<file path="src/rtl/alu_seq_pkg.sv">
// alu_seq_pkg: opcodes, instruction field positions, state encoding and opcode classifiers for alu_seq_ctrl
package alu_seq_pkg;
  localparam logic [3:0] OP_ADD  = 4'h0;
  localparam logic [3:0] OP_SUB  = 4'h1;
  localparam logic [3:0] OP_AND  = 4'h2;
  localparam logic [3:0] OP_OR   = 4'h3;
  localparam logic [3:0] OP_XOR  = 4'h4;
  localparam logic [3:0] OP_SLT  = 4'h5;
  localparam logic [3:0] OP_ADDI = 4'h9;
  localparam logic [3:0] OP_BEQ  = 4'hb;
  localparam logic [3:0] OP_BNE  = 4'hc;
  localparam logic [3:0] OP_HALT = 4'hf;
  localparam int OP_HI = 15;
  localparam int OP_LO = 12;
  localparam int RD_HI = 11;
  localparam int RD_LO = 8;
  localparam int RS_HI = 7;
  localparam int RS_LO = 4;
  localparam int RT_HI = 3;
  localparam int RT_LO = 0;
  typedef enum logic [2:0] {FETCH, DECODE, EXEC, WB, HALT} state_t;
  function automatic logic is_rtype(input logic [3:0] op);
    return op inside {OP_ADD, OP_SUB, OP_AND, OP_OR, OP_XOR, OP_SLT};
  endfunction
  function automatic logic is_branch(input logic [3:0] op);
    return op == OP_BEQ || op == OP_BNE;
  endfunction
endpackage

</file>
<file path="src/rtl/alu_seq_decode.sv">
// alu_seq_decode: combinational opcode to control decode (write-enable, operand-B immediate select, branch type, halt)
module alu_seq_decode
  import alu_seq_pkg::*;
(
  input  logic [3:0] op,
  output logic       we,
  output logic       b_imm,
  output logic       br_eq,
  output logic       br_ne,
  output logic       halt
);
  always_comb begin
    we    = is_rtype(op) || op == OP_ADDI;
    b_imm = op == OP_ADDI;
    br_eq = op == OP_BEQ;
    br_ne = op == OP_BNE;
    halt  = op == OP_HALT;
  end
endmodule

</file>
<file path="src/rtl/alu_seq_ctrl.sv">
// alu_seq_ctrl: multi-cycle fetch/decode/exec/wb sequencer for the 8-bit core; define ALU_SEQ_RETIRE_CNT_EN to add retired_cnt
module alu_seq_ctrl
  import alu_seq_pkg::*;
#(
  parameter int              PC_W     = 8,
  parameter int              DATA_W   = 8,
  parameter logic [PC_W-1:0] RESET_PC = '0
) (
  input  logic              clk,
  input  logic              rst,
  output logic              imem_req,
  output logic [PC_W-1:0]   imem_addr,
  input  logic              imem_ack,
  input  logic [15:0]       imem_rdata,
  output logic [3:0]        rf_raddr_a,
  output logic [3:0]        rf_raddr_b,
  input  logic [DATA_W-1:0] rf_rdata_a,
  input  logic [DATA_W-1:0] rf_rdata_b,
  output logic [DATA_W-1:0] alu_a,
  output logic [DATA_W-1:0] alu_b,
  output logic [3:0]        alu_opcode,
  input  logic [DATA_W-1:0] alu_result,
  input  logic              alu_zero,
  output logic              rf_we,
  output logic [3:0]        rf_waddr,
  output logic [DATA_W-1:0] rf_wdata,
  output logic [PC_W-1:0]   pc,
  output logic              halted
`ifdef ALU_SEQ_RETIRE_CNT_EN
  ,
  output logic [15:0]       retired_cnt
`endif
);
  state_t state;
  logic [15:0] ir;
  logic zero_q;
  logic we, b_imm, br_eq, br_ne, halt;
  logic [3:0] op, rd, rs, rt;
  logic [DATA_W-1:0] imm;
  logic [PC_W-1:0] off;
  assign op = ir[OP_HI:OP_LO];
  assign rd = ir[RD_HI:RD_LO];
  assign rs = ir[RS_HI:RS_LO];
  assign rt = ir[RT_HI:RT_LO];
  assign imm = {{(DATA_W-4){rt[3]}}, rt};
  assign off = {{(PC_W-4){rt[3]}}, rt};
  assign imem_addr = pc;
  assign rf_raddr_a = rs;
  assign rf_raddr_b = is_branch(op) ? rd : rt;
  alu_seq_decode u_dec (
    .op   (op),
    .we   (we),
    .b_imm(b_imm),
    .br_eq(br_eq),
    .br_ne(br_ne),
    .halt (halt)
  );
  always_ff @(posedge clk or posedge rst) begin
    if (rst) begin
      state      <= FETCH;
      pc         <= RESET_PC;
      ir         <= '0;
      imem_req   <= 1'b0;
      rf_we      <= 1'b0;
      halted     <= 1'b0;
      alu_a      <= '0;
      alu_b      <= '0;
      alu_opcode <= '0;
      rf_waddr   <= '0;
      rf_wdata   <= '0;
      zero_q     <= 1'b0;
    end else begin
      rf_we <= 1'b0;
      case (state)
        FETCH: begin
          if (!imem_req) imem_req <= 1'b1;
          else if (imem_ack) begin
            ir       <= imem_rdata;
            pc       <= pc + 1'b1;
            imem_req <= 1'b0;
            state    <= DECODE;
          end
        end
        DECODE: begin
          alu_a      <= rf_rdata_a;
          alu_b      <= b_imm ? imm : rf_rdata_b;
          alu_opcode <= op;
          state      <= EXEC;
        end
        EXEC: begin
          if (halt) begin
            halted <= 1'b1;
            state  <= HALT;
          end else begin
            rf_wdata <= alu_result;
            zero_q   <= alu_zero;
            rf_waddr <= rd;
            rf_we    <= we;
            state    <= WB;
          end
        end
        WB: begin
          if ((br_eq && zero_q) || (br_ne && !zero_q)) pc <= pc + off;
          imem_req <= 1'b1;
          state    <= FETCH;
        end
        default: ;
      endcase
    end
  end
`ifdef ALU_SEQ_RETIRE_CNT_EN
  always_ff @(posedge clk or posedge rst) begin
    if (rst) retired_cnt <= '0;
    else if (state == WB && retired_cnt != 16'hffff) retired_cnt <= retired_cnt + 1'b1;
  end
`endif
endmodule

</file>
<file path="config.mk">
export PLATFORM = sky130hd
export DESIGN_NAME = alu_seq_ctrl
export DESIGN_NICKNAME = d
export VERILOG_FILES = /design/src/rtl/alu_seq_pkg.sv /design/src/rtl/alu_seq_decode.sv /design/src/rtl/alu_seq_ctrl.sv
export SDC_FILE = /design/constraint.sdc
export NUM_CORES = 1
export LEC_CHECK = 0
export BUFFER_PORTS_ARGS = -buffer_cell sky130_fd_sc_hd__buf_4
export CELL_PAD_IN_SITES_DETAIL_PLACEMENT = 0
export CELL_PAD_IN_SITES_GLOBAL_PLACEMENT = 1
export CORE_ASPECT_RATIO = 1.4
export CORE_MARGIN = 2
export CORE_UTILIZATION = 39
export CTS_BUF_LIST = sky130_fd_sc_hd__clkbuf_4 sky130_fd_sc_hd__clkbuf_8 sky130_fd_sc_hd__clkbuf_16
export DETAILED_ROUTE_END_ITERATION = 16
export PLACE_DENSITY = 0.88
export REMOVE_ABC_BUFFERS = 1
export SKIP_CTS_REPAIR_TIMING = 1
export SLEW_MARGIN = 10
export SYNTH_ARGS = -nofsm -noshare
export SYNTH_HDL_FRONTEND = slang
export SYNTH_SLANG_ARGS = --single-unit
</file>
<file path="constraint.sdc">
create_clock -name clk -period 3.1 [get_ports clk]
set_input_delay 0.155 -clock clk [delete_from_list [all_inputs] [get_ports clk]]
set_output_delay 0.155 -clock clk [all_outputs]
set_load 0.01 [all_outputs]
</file>
==> metrics.txt, run 1 <==
most frequent cells in the layout=buf_4 (105), dfrtp_1 (63), mux2_2 (45); pins over their slew limit=0; EDFF count, synth=0; peak supply drop=0.550 mV; vias=approximately 2100; port bufs=about 100; relative slew slack=0.365; clock tree buffer depth=2; die height=107 microns; synthesized cell area=a little under 3000 sq um; max-capacitance violation count=0; Final Setup Violations=0; clock share of power=0.152; fill cell count=between 600 and 700; DRT antenna net count=0; static leakage=roughly 1.9 nW; area leader, netlist=dfrtp_1; largest net degree at the start of global routing=between 40 and 50; sequential area share after synthesis=0.535; RSZ-0062 raised after global routing=false; Area Overhead vs Synth=31.6%; DR pass1 iterations=4; Ports=a little over 100; Final #Nets=around 380; post-detail-place hpwl=roughly 4600 microns; worst-skew pair later-pin latency=0.34 ns; Req. time, crit path=between 3 and 4 ns; Sw Pwr=around 1.5 mW; sequential power share=0.389; Root Driver=clkbuf_8; fraction of layout cells with a size suffix above 1=0.539; CTS sink cnt=63; most common cell after layout, fill and taps aside=buf_4; first-pass GRT wire length=between 10000 and 15000 microns; Sw Ratio=0.358; Avg Cell Area, Syn=12.7 sq um; H-tree levels=3; CTS tree=done; critical path data arrival time=between 2 and 3 ns; Cell Pwr Density=1080 nW/um^2; final WL=approximately 6300 microns; post-route cell area=about 3900 sq um; antenna fix cells=0; kind of critical path=flop to flop; Internal=approximately 2.7 mW; Congestion Overflow GR=0; DP Worst Slack=between 0.5 and 0.6 ns; Post-Route Setup TNS=0 ns; cts bufs inserted=9; Synth top area share=0.535; Min-Delay Path Class=input pin to asynchronous set/reset pin; via/cell ratio=around 5; synthesis warning total=0; Gate power share=0.458; WHS=roughly 0.042 ns; largest cells by area after synthesis=dfrtp_1 (54%), mux2_2 (17%), buf_4 (3.8%), a21oi_1 (2.9%), nor2_1 (2.3%); # rows=37; Chip Width=roughly 77 microns; Worst setup EP type=flop; Tcrit/Tclk final=0.816; Synth Flop Type=dfrtp_1; DIE AREA=approximately 8300 sq um; drc violations=0; initial antenna violation count=0; asr flop ratio synth=1.00; skew final=between 0.007 and 0.008 ns; crit path time final=roughly 2.5 ns; drt wl/cell=roughly 15 microns; Max Clock Freq=396 MHz; Clock Pin Slew Worst Setup and Hold Paths=around 0.07 ns; Worst Max-Slew Pin Slew=between 0.9 and 1 ns; number of global-route vias before repair=around 2200; Initial Utilization=0.402; placed cell area=3700 sq um; cells after synthesis=approximately 230; GP Congestion=~0.81; distinct cell type count after synthesis=between 40 and 50; element type at the critical path start=flop; Iter 0 DRT Violations=57; CP max FO=11; Fin. Hold Viols=0; Setup WS post-layout=0.572 ns; synthesized flop and latch total=between 60 and 70; total track usage=0.161; outcome=completed; core area=about 7300 sq um
kinds of logic (layout without fill, tap and decap cells):
family | count (synthesis) | after routing | synth area share
AO/OA/AOI/OAI | 31 | 31 | 0.0693
XOR/XNOR | 7 | 7 | 0.0208
adder cells (fa/ha/maj) | 4 | 4 | 0.0196
buffers and inverters | 26 | 124 | 0.0591
flip-flops | 63 | 63 | 0.535
multiplexers | 51 | 51 | 0.194
AND/OR/NAND/NOR | 50 | 50 | 0.102
layout make-up:
| class | count | area, sq um | share of cell area |
|---|---|---|---|
| Sequential cell | 63 | 1580 | 0.407 |
| Multi-Input combinational cell | 143 | 1200 | 0.309 |
| Timing Repair Buffer | 105 | 788 | 0.203 |
| Clock buffer | 13 | 166 | 0.0429 |
| Tap cell | 97 | 121 | 0.0313 |
| Inverter | 5 | 18.8 | 0.00484 |
| Clock inverter | 1 | 5.00 | 0.00129 |
worst max-delay path, stage by stage, from the launching register on:
cell	delay, ns
dfrtp_1	0.63
nor3b_4	0.37
nand2_1	0.15
inv_1	0.08
ha_1	0.21
a21o_1	0.17
a21oi_1	0.38
nand3b_1	0.15
a21oi_2	0.17
xor2_1	0.14
synth_stat cells (2+ instances only):
cell       n
a21oi_2    3
buf_4     15
nand2b_1   2
ha_1       3
nand2_1    9
nor2_1    18
nor3_1     3
mux2_2    45
dfrtp_1   63
or2_2      2
buf_6      2
xor2_1     6
o21ai_0    2
buf_2      4
mux2i_1    5
a21oi_1   17
inv_1      4
a21o_1     4
nand3b_1   2
layer usage:
metal | part of all wire | routed length [microns] | global-route usage
met5 | 0 | 0 | 0
met4 | 0.019 | 122 | 0.0599
met3 | 0.073 | 461 | 0.0640
met2 | 0.53 | 3330 | 0.277
met1 | 0.38 | 2370 | 0.179
metrics by stage:
step	cells	utilization	power, mW
floorplan	211	-	2.68
global placement	413	0.506	3.52
detailed placement	413	0.506	3.58
CTS	427	0.530	4.22
global route	427	0.530	4.47
finish	427	0.530	4.17
power by group through the flow:
stage | clock [mW] | sequential, mW | combinational, mW
4_1_cts | 0.652 | 1.63 | 1.94
3_5_place_dp | 0 | 1.64 | 1.94
2_1_floorplan | 0 | 1.73 | 0.947
5_1_grt | 0.688 | 1.69 | 2.08
3_3_place_gp | 0 | 1.61 | 1.91
6_report | 0.635 | 1.62 | 1.91
final timing paths:
path | startpoint | end | slack, ns | depth (start not counted)
min in group clk | imem_rdata[1] | ir[1]$_DFFE_PP0P_ | 0.04 | 2
worst min-delay path | rst | rf_wdata[2]$_DFFE_PP0P_ | 0.04 | 2
worst max register to register | state[1]$_DFFE_PP0P_ | imem_addr[7]$_DFFE_PP0P_ | 0.57 | 9
worst min register to register | halted$_DFFE_PP0P_ | halted$_DFFE_PP0P_ | 0.49 | 1
max in group asynchronous | rst | alu_b[4]$_DFFE_PP0N_ | 2.25 | 3
worst max-delay path | state[1]$_DFFE_PP0P_ | imem_addr[7]$_DFFE_PP0P_ | 0.57 | 9
state kept, by name (all words and copies together), names as in the netlist:
| name | count |
|---|---|
| ir | 16 |
| alu_a | 8 |
| alu_b | 8 |
| imem_addr | 8 |
| rf_wdata | 8 |
| alu_opcode | 4 |
| rf_waddr | 4 |
| state | 3 |
| halted | 1 |
| imem_req | 1 |
| rf_we | 1 |
| zero_q | 1 |
(Power assumes the default switching activity.)
==> run 2: changes to the inputs <==
ABC_AREA = 1   (was not set)
CORE_UTILIZATION = 36   (was 39)
clock period = 2.4 ns   (was 3.1 ns; I/O delays follow)
==> run 2 against run 1 <==
The run now ends with negative hold slack left. Non-clock buffer count grew 5. Synthesized cell count grew 61%. Flip-flop and latch count is the same. First-iteration DRC count grew to 2.5 times the previous value. Combinational power grew 38%. Worst hold slack lost 0.054 ns. Routed wire length grew 17%. Via count grew 28%. Largest cell class unchanged.
==> metrics.txt, run 2 <==
outcome=complete, but fails checks; failing checks=negative hold slack; asr flop ratio synth=1.00; drc violations=0; sequential area share after synthesis=0.525; RSZ-0062 raised after global routing=false; total track usage=0.171; Post-Route Setup TNS=0 ns; placed instance count=560; die height=about 110 microns; largest net degree at the start of global routing=64; post-detail-place hpwl=about 5400 microns; Iter 0 DRT Violations=between 100 and 150; CP most frequent cell=nand2_1; synthesized flop and latch total=63; Slowest cell on crit path=dfrtp_2; clock tree buffer depth=2; DP Worst Slack=roughly 0.12 ns; Chip Width=slightly above 80 microns; DRT antenna net count=0; Ports=103; first-pass GRT wire length=12000 microns; kind of critical path=flop to flop; CP max FO=5; Top delay family on crit path=simple AND/OR/NAND/NOR gates; H-tree levels=3; synthesis warning total=0; Initial Utilization=0.369; buffers and inverters on the worst path=2; Max Clock Freq=between 400 and 500 MHz; Final #Nets=~520; distinct cell type count after synthesis=32; Worst Max-Slew Pin Slew=0.820 ns; pins over their slew limit=0; Final Setup Violations=0; vias=2674; CP max stage delay=about 0.44 ns; DIE AREA=roughly 9100 sq um; Fin. Hold Viols=6; Cell Pwr Density=1410 nW/um^2; Sw Pwr=approximately 2.3 mW; initial antenna violation count=0; GP Congestion=about 0.8; static leakage=between 2 and 2.5 nW; peak supply drop=between 0.6 and 0.7 mV; Worst setup EP type=flop; # rows=39; area leader, netlist=dfrtp_1; cells after synthesis=between 300 and 400; most common cell after layout, fill and taps aside=nand2_1; Avg Cell Area, Syn=just over 8 sq um; Final Instance Count excl. Fillers=slightly below 600; DR pass1 iterations=4; final WL=roughly 7400 microns; antenna fix cells=0; via/cell ratio=around 4.6; skew final=around 0.008 ns; Clock Pin Slew Worst Setup and Hold Paths=0.05 ns; CTS tree=done; number of global-route vias before repair=between 2000 and 3000; element type at the critical path start=flop; synthesized cell area=roughly 3000 sq um; worst-skew pair later-pin latency=approximately 0.33 ns; critical path data arrival time=about 2.4 ns; WHS=-0.0117 ns; Setup WS post-layout=about 0.18 ns; Synth Flop Type=dfrtp_1; Layout Utilization=0.508; most numerous cell in the Yosys netlist=nand2_1; Synth top area share=0.525; max-capacitance violation count=0; port bufs=102; Tcrit/Tclk final=0.924; drt wl/cell=approximately 13 microns; relative slew slack=0.449; sequential power share=0.336; core area=~8000 sq um; largest cells by area after synthesis=dfrtp_1 (52%), nand2_1 (20%), o21ai_0 (3.3%), inv_1 (3.2%), buf_4 (3.0%); top post-synthesis cells by count=nand2_1 (157), dfrtp_1 (63), inv_1 (26); sequence of cells on the critical path=inv_2 > nand3_1 > nor2_2 > inv_1 > fa_1 > or2_2 > nand2_1 > nand2_1 > nand2_1 > nand3_2 > nand2_1 > nand2_1 > nand3_1 > nand2_1; cts bufs inserted=9; Area Overhead vs Synth=37.6%; power consumption=roughly 5.8 mW; CTS sink cnt=between 60 and 70; Root Driver=clkbuf_16; Internal=around 3.5 mW; EDFF count, synth=0; Min-Delay Path Class=input pin to flop; Gate power share=0.452; max reg flops=16; clock share of power=0.212; most frequent cells in the layout=nand2_1 (156), buf_4 (106), dfrtp_1 (60); Congestion Overflow GR=0; Reg with most FFs=ir; Req. time, crit path=2.61 ns; Sw Ratio=0.394; fraction of layout cells with a size suffix above 1=0.310; crit path time final=around 2.2 ns
==> run 2: area by class of cell <==
cell class / instances / area (sq um)
clock buffers: 15 / 289
flip-flops and latches: 63 / 1580
fillers: 813 / 4010
inverters: 34 / 130
repair buffers: 110 / 846
well taps: 102 / 128
multi-input cells: 255 / 1160
==> run 2: power by group through the flow <==
stage	Combinational, mW	Clock (mW)	Sequential (mW)
floorplan	1.27	0	2.11
global placement	2.58	0	1.95
detailed placement	2.64	0	1.97
CTS	2.65	1.26	1.96
global route	2.96	1.32	2.03
finish	2.63	1.23	1.96
==> run 2: logic make-up after synthesis <==
group / synth area share
AOI/OAI and AO/OA: 0.0733
xor gates and xnor gates: 0.00291
adders and majority gates: 0.0192
buffers and inverters: 0.0899
DFF: 0.525
and+or+nand+nor: 0.290
==> run 2: per-layer routing <==
metal  track usage  part of all wire  up-vias
li1              -                 -     1356
met3        0.0362             0.050        9
met1         0.199              0.41     1246
met2         0.300              0.52       63
met5             0                 0        -
met4        0.0689             0.017        0
==> run 2: worst register-to-register path: cells and delay by family (launching register included) <==
family                     cells  cell delay [ns]
buffers and inverters          2             0.17
adders and majority gates      1             0.40
and+or+nand+nor               11             1.10
DFF                            1             0.44
==> run 2: final timing paths <==
path	to	cells after the start	from	slack (ns)
setup / recovery	imem_addr[6]$_DFFE_PP0P_	14	state[2]$_DFFE_PP0P_	0.18
hold / removal	alu_a[4]$_DFFE_PP0N_	3	rf_rdata_a[4]	-0.01
setup reg to reg	imem_addr[6]$_DFFE_PP0P_	14	state[2]$_DFFE_PP0P_	0.18
hold reg to reg	halted$_DFFE_PP0P_	2	halted$_DFFE_PP0P_	0.46
max in group asynchronous	state[1]$_DFFE_PP0P_	4	rst	1.66
min in group asynchronous	rf_wdata[6]$_DFFE_PP0P_	4	rst	0.42
==> run 2: metrics by stage <==
step	instance area, sq um	hold slack, ns
finish	4140	-0.0117
floorplan	2870	0.230
detailed placement	3800	0.226
CTS	4090	-0.120
global route	4140	0.000953
global placement	3800	0.220
==> run 3: changes to the inputs <==
clock period = 2.13 ns   (was 2.4 ns; I/O delays follow)
==> run 3 against run 2 <==
The flow still finishes with violations (negative hold slack). Worst hold slack got worse by 0.0099 ns. Via count increased by 3.4%. Cell count is 3.5% higher. Power up 14%. Count of clock-buffer cells in the layout down 4. First-iteration DRC count down 12%. Global-route usage up 0.17 points. Register-to-register slack got worse by 0.12 ns. Critical path type unchanged. Critical endpoint unchanged. Largest cell class unchanged. Highest routed layer unchanged.
==> metrics.txt, run 3 (synthesized netlist as in run 2, its figures left out) <==
Iter 0 DRT Violations=~130; CTS sink cnt=63; outcome=complete, but fails checks; Clock Pin Slew Worst Setup and Hold Paths=0.05 ns; WHS=-0.0217 ns; Final #Nets=between 500 and 600; failing checks=negative hold slack; Root Driver=clkbuf_16; H-tree levels=3; most frequent cells in the layout=nand2_1 (154), buf_4 (115), dfrtp_1 (62); area occupied by multi-input gates=approximately 1200 sq um; pins over their slew limit=0; static leakage=roughly 2.3 nW; peak supply drop=around 0.66 mV; Final Setup Violations=0; DIE AREA=9110 sq um; Ports=103; first-pass GRT wire length=about 12000 microns; GP Congestion=around 0.8; Area Overhead vs Synth=43.3%; clock tree buffer depth=2; max-capacitance violation count=0; Req. time, crit path=2.34 ns; Max Clock Freq=between 400 and 500 MHz; number of global-route vias before repair=between 2000 and 3000; port bufs=102; CTS tree=done; most common cell after layout, fill and taps aside=nand2_1; cts bufs inserted=9; Worst setup EP type=flop; post-detail-place hpwl=roughly 5600 microns; # rows=39; drc violations=0; worst-skew pair later-pin latency=roughly 0.32 ns; CP max FO=3; relative slew slack=0.603; skew final=around 0.0066 ns; total track usage=0.173; hold path depth=3; placed cell area=approximately 3800 sq um; DR pass1 iterations=4; element type at the critical path start=flop; max reg flops=16; drt wl/cell=approximately 13 microns; vias=around 2800; Min-Delay Path Class=input pin to flop; die height=112 microns; Worst Max-Slew Pin Slew=0.595 ns; initial antenna violation count=0; Cell Pwr Density=1540 nW/um^2; antenna fix cells=0; Tcrit/Tclk final=0.969; R2R cell count=15; crit path time final=around 2.1 ns; final WL=about 7700 microns; Congestion Overflow GR=0; fill cell count=816; critical path data arrival time=2.27 ns; core area=roughly 8000 sq um; RSZ-0062 raised after global routing=true; kind of critical path=flop to flop; storage element area=approximately 1600 sq um; Reg with most FFs=ir; Chip Width=slightly above 80 microns; largest net degree at the start of global routing=37; post-route cell area=approximately 4300 sq um; Initial Utilization=0.369; Fin. Hold Viols=13; fraction of layout cells with a size suffix above 1=0.320; via/cell ratio=between 4 and 5; DRT antenna net count=0
run 3: cell count changes in the layout (fill, tap and decap cells not counted), sizes merged:
cell	before	now
buf	107	116
clkbuf	15	11
clkinvlp	0	1
dlygate4sd3	3	14
clkinv	1	4
run 3: area by class of cell:
cell class	count	share of cell area
inverter	34	0.0302
clock buffer	11	0.0572
multi-input combinational	255	0.274
sequential	63	0.366
timing repair buffer	130	0.238
clock inverter	4	0.00523
tap	102	0.0296
run 3: critical path, stage by stage (launching register included):
cell	delay, ns
dfrtp_1	0.41
nand2_2	0.11
nor2_4	0.04
nand2_2	0.05
ha_2	0.17
inv_1	0.06
fa_2	0.36
or2_4	0.26
nand2_1	0.07
nand2_1	0.06
nand2_2	0.08
nand3_2	0.07
nand2_1	0.06
nand2_1	0.04
nand3_1	0.06
nand2_1	0.06
run 3: metrics by stage:
step	worst slack, ns	TNS, ns	utilization	instances	total power [mW]
CTS	-0.0882	-0.121	0.505	581	6.59
global placement	-0.00653	-0.00653	0.472	566	5.18
floorplan	0.0469	0	-	352	3.81
finish	0.0655	0	0.528	599	6.63
global route	-0.107	-0.156	0.528	599	7.21
detailed placement	-0.0743	-0.0882	0.472	566	5.26
run 3: routing by layer:
layer  track usage  part of all wire
met1         0.207              0.41
met4        0.0542             0.012
met3        0.0338             0.037
met2         0.306              0.54
met5             0                 0
run 3: report_power, final:
part           leakage [nW]  total (mW)  switching [mW]  internal [mW]
logic                  1.39        3.12            1.73           1.39
registers             0.772        2.20           0.428           1.78
clock network         0.135        1.31           0.492          0.817
run 3: worst paths after layout:
kind / startpoint / end / slack [ns]
max: state[1]$_DFFE_PP0P_ / imem_addr[6]$_DFFE_PP0P_ / 0.07
min: rf_rdata_a[4] / alu_a[4]$_DFFE_PP0N_ / -0.02
max reg2reg: state[1]$_DFFE_PP0P_ / imem_addr[6]$_DFFE_PP0P_ / 0.07
min reg2reg: rf_wdata[4]$_DFFE_PP0P_ / rf_wdata[4]$_DFFE_PP0P_ / 0.47
max in group asynchronous: rst / state[2]$_DFFE_PP0P_ / 1.09
min in group asynchronous: rst / rf_wdata[2]$_DFFE_PP0P_ / 0.41
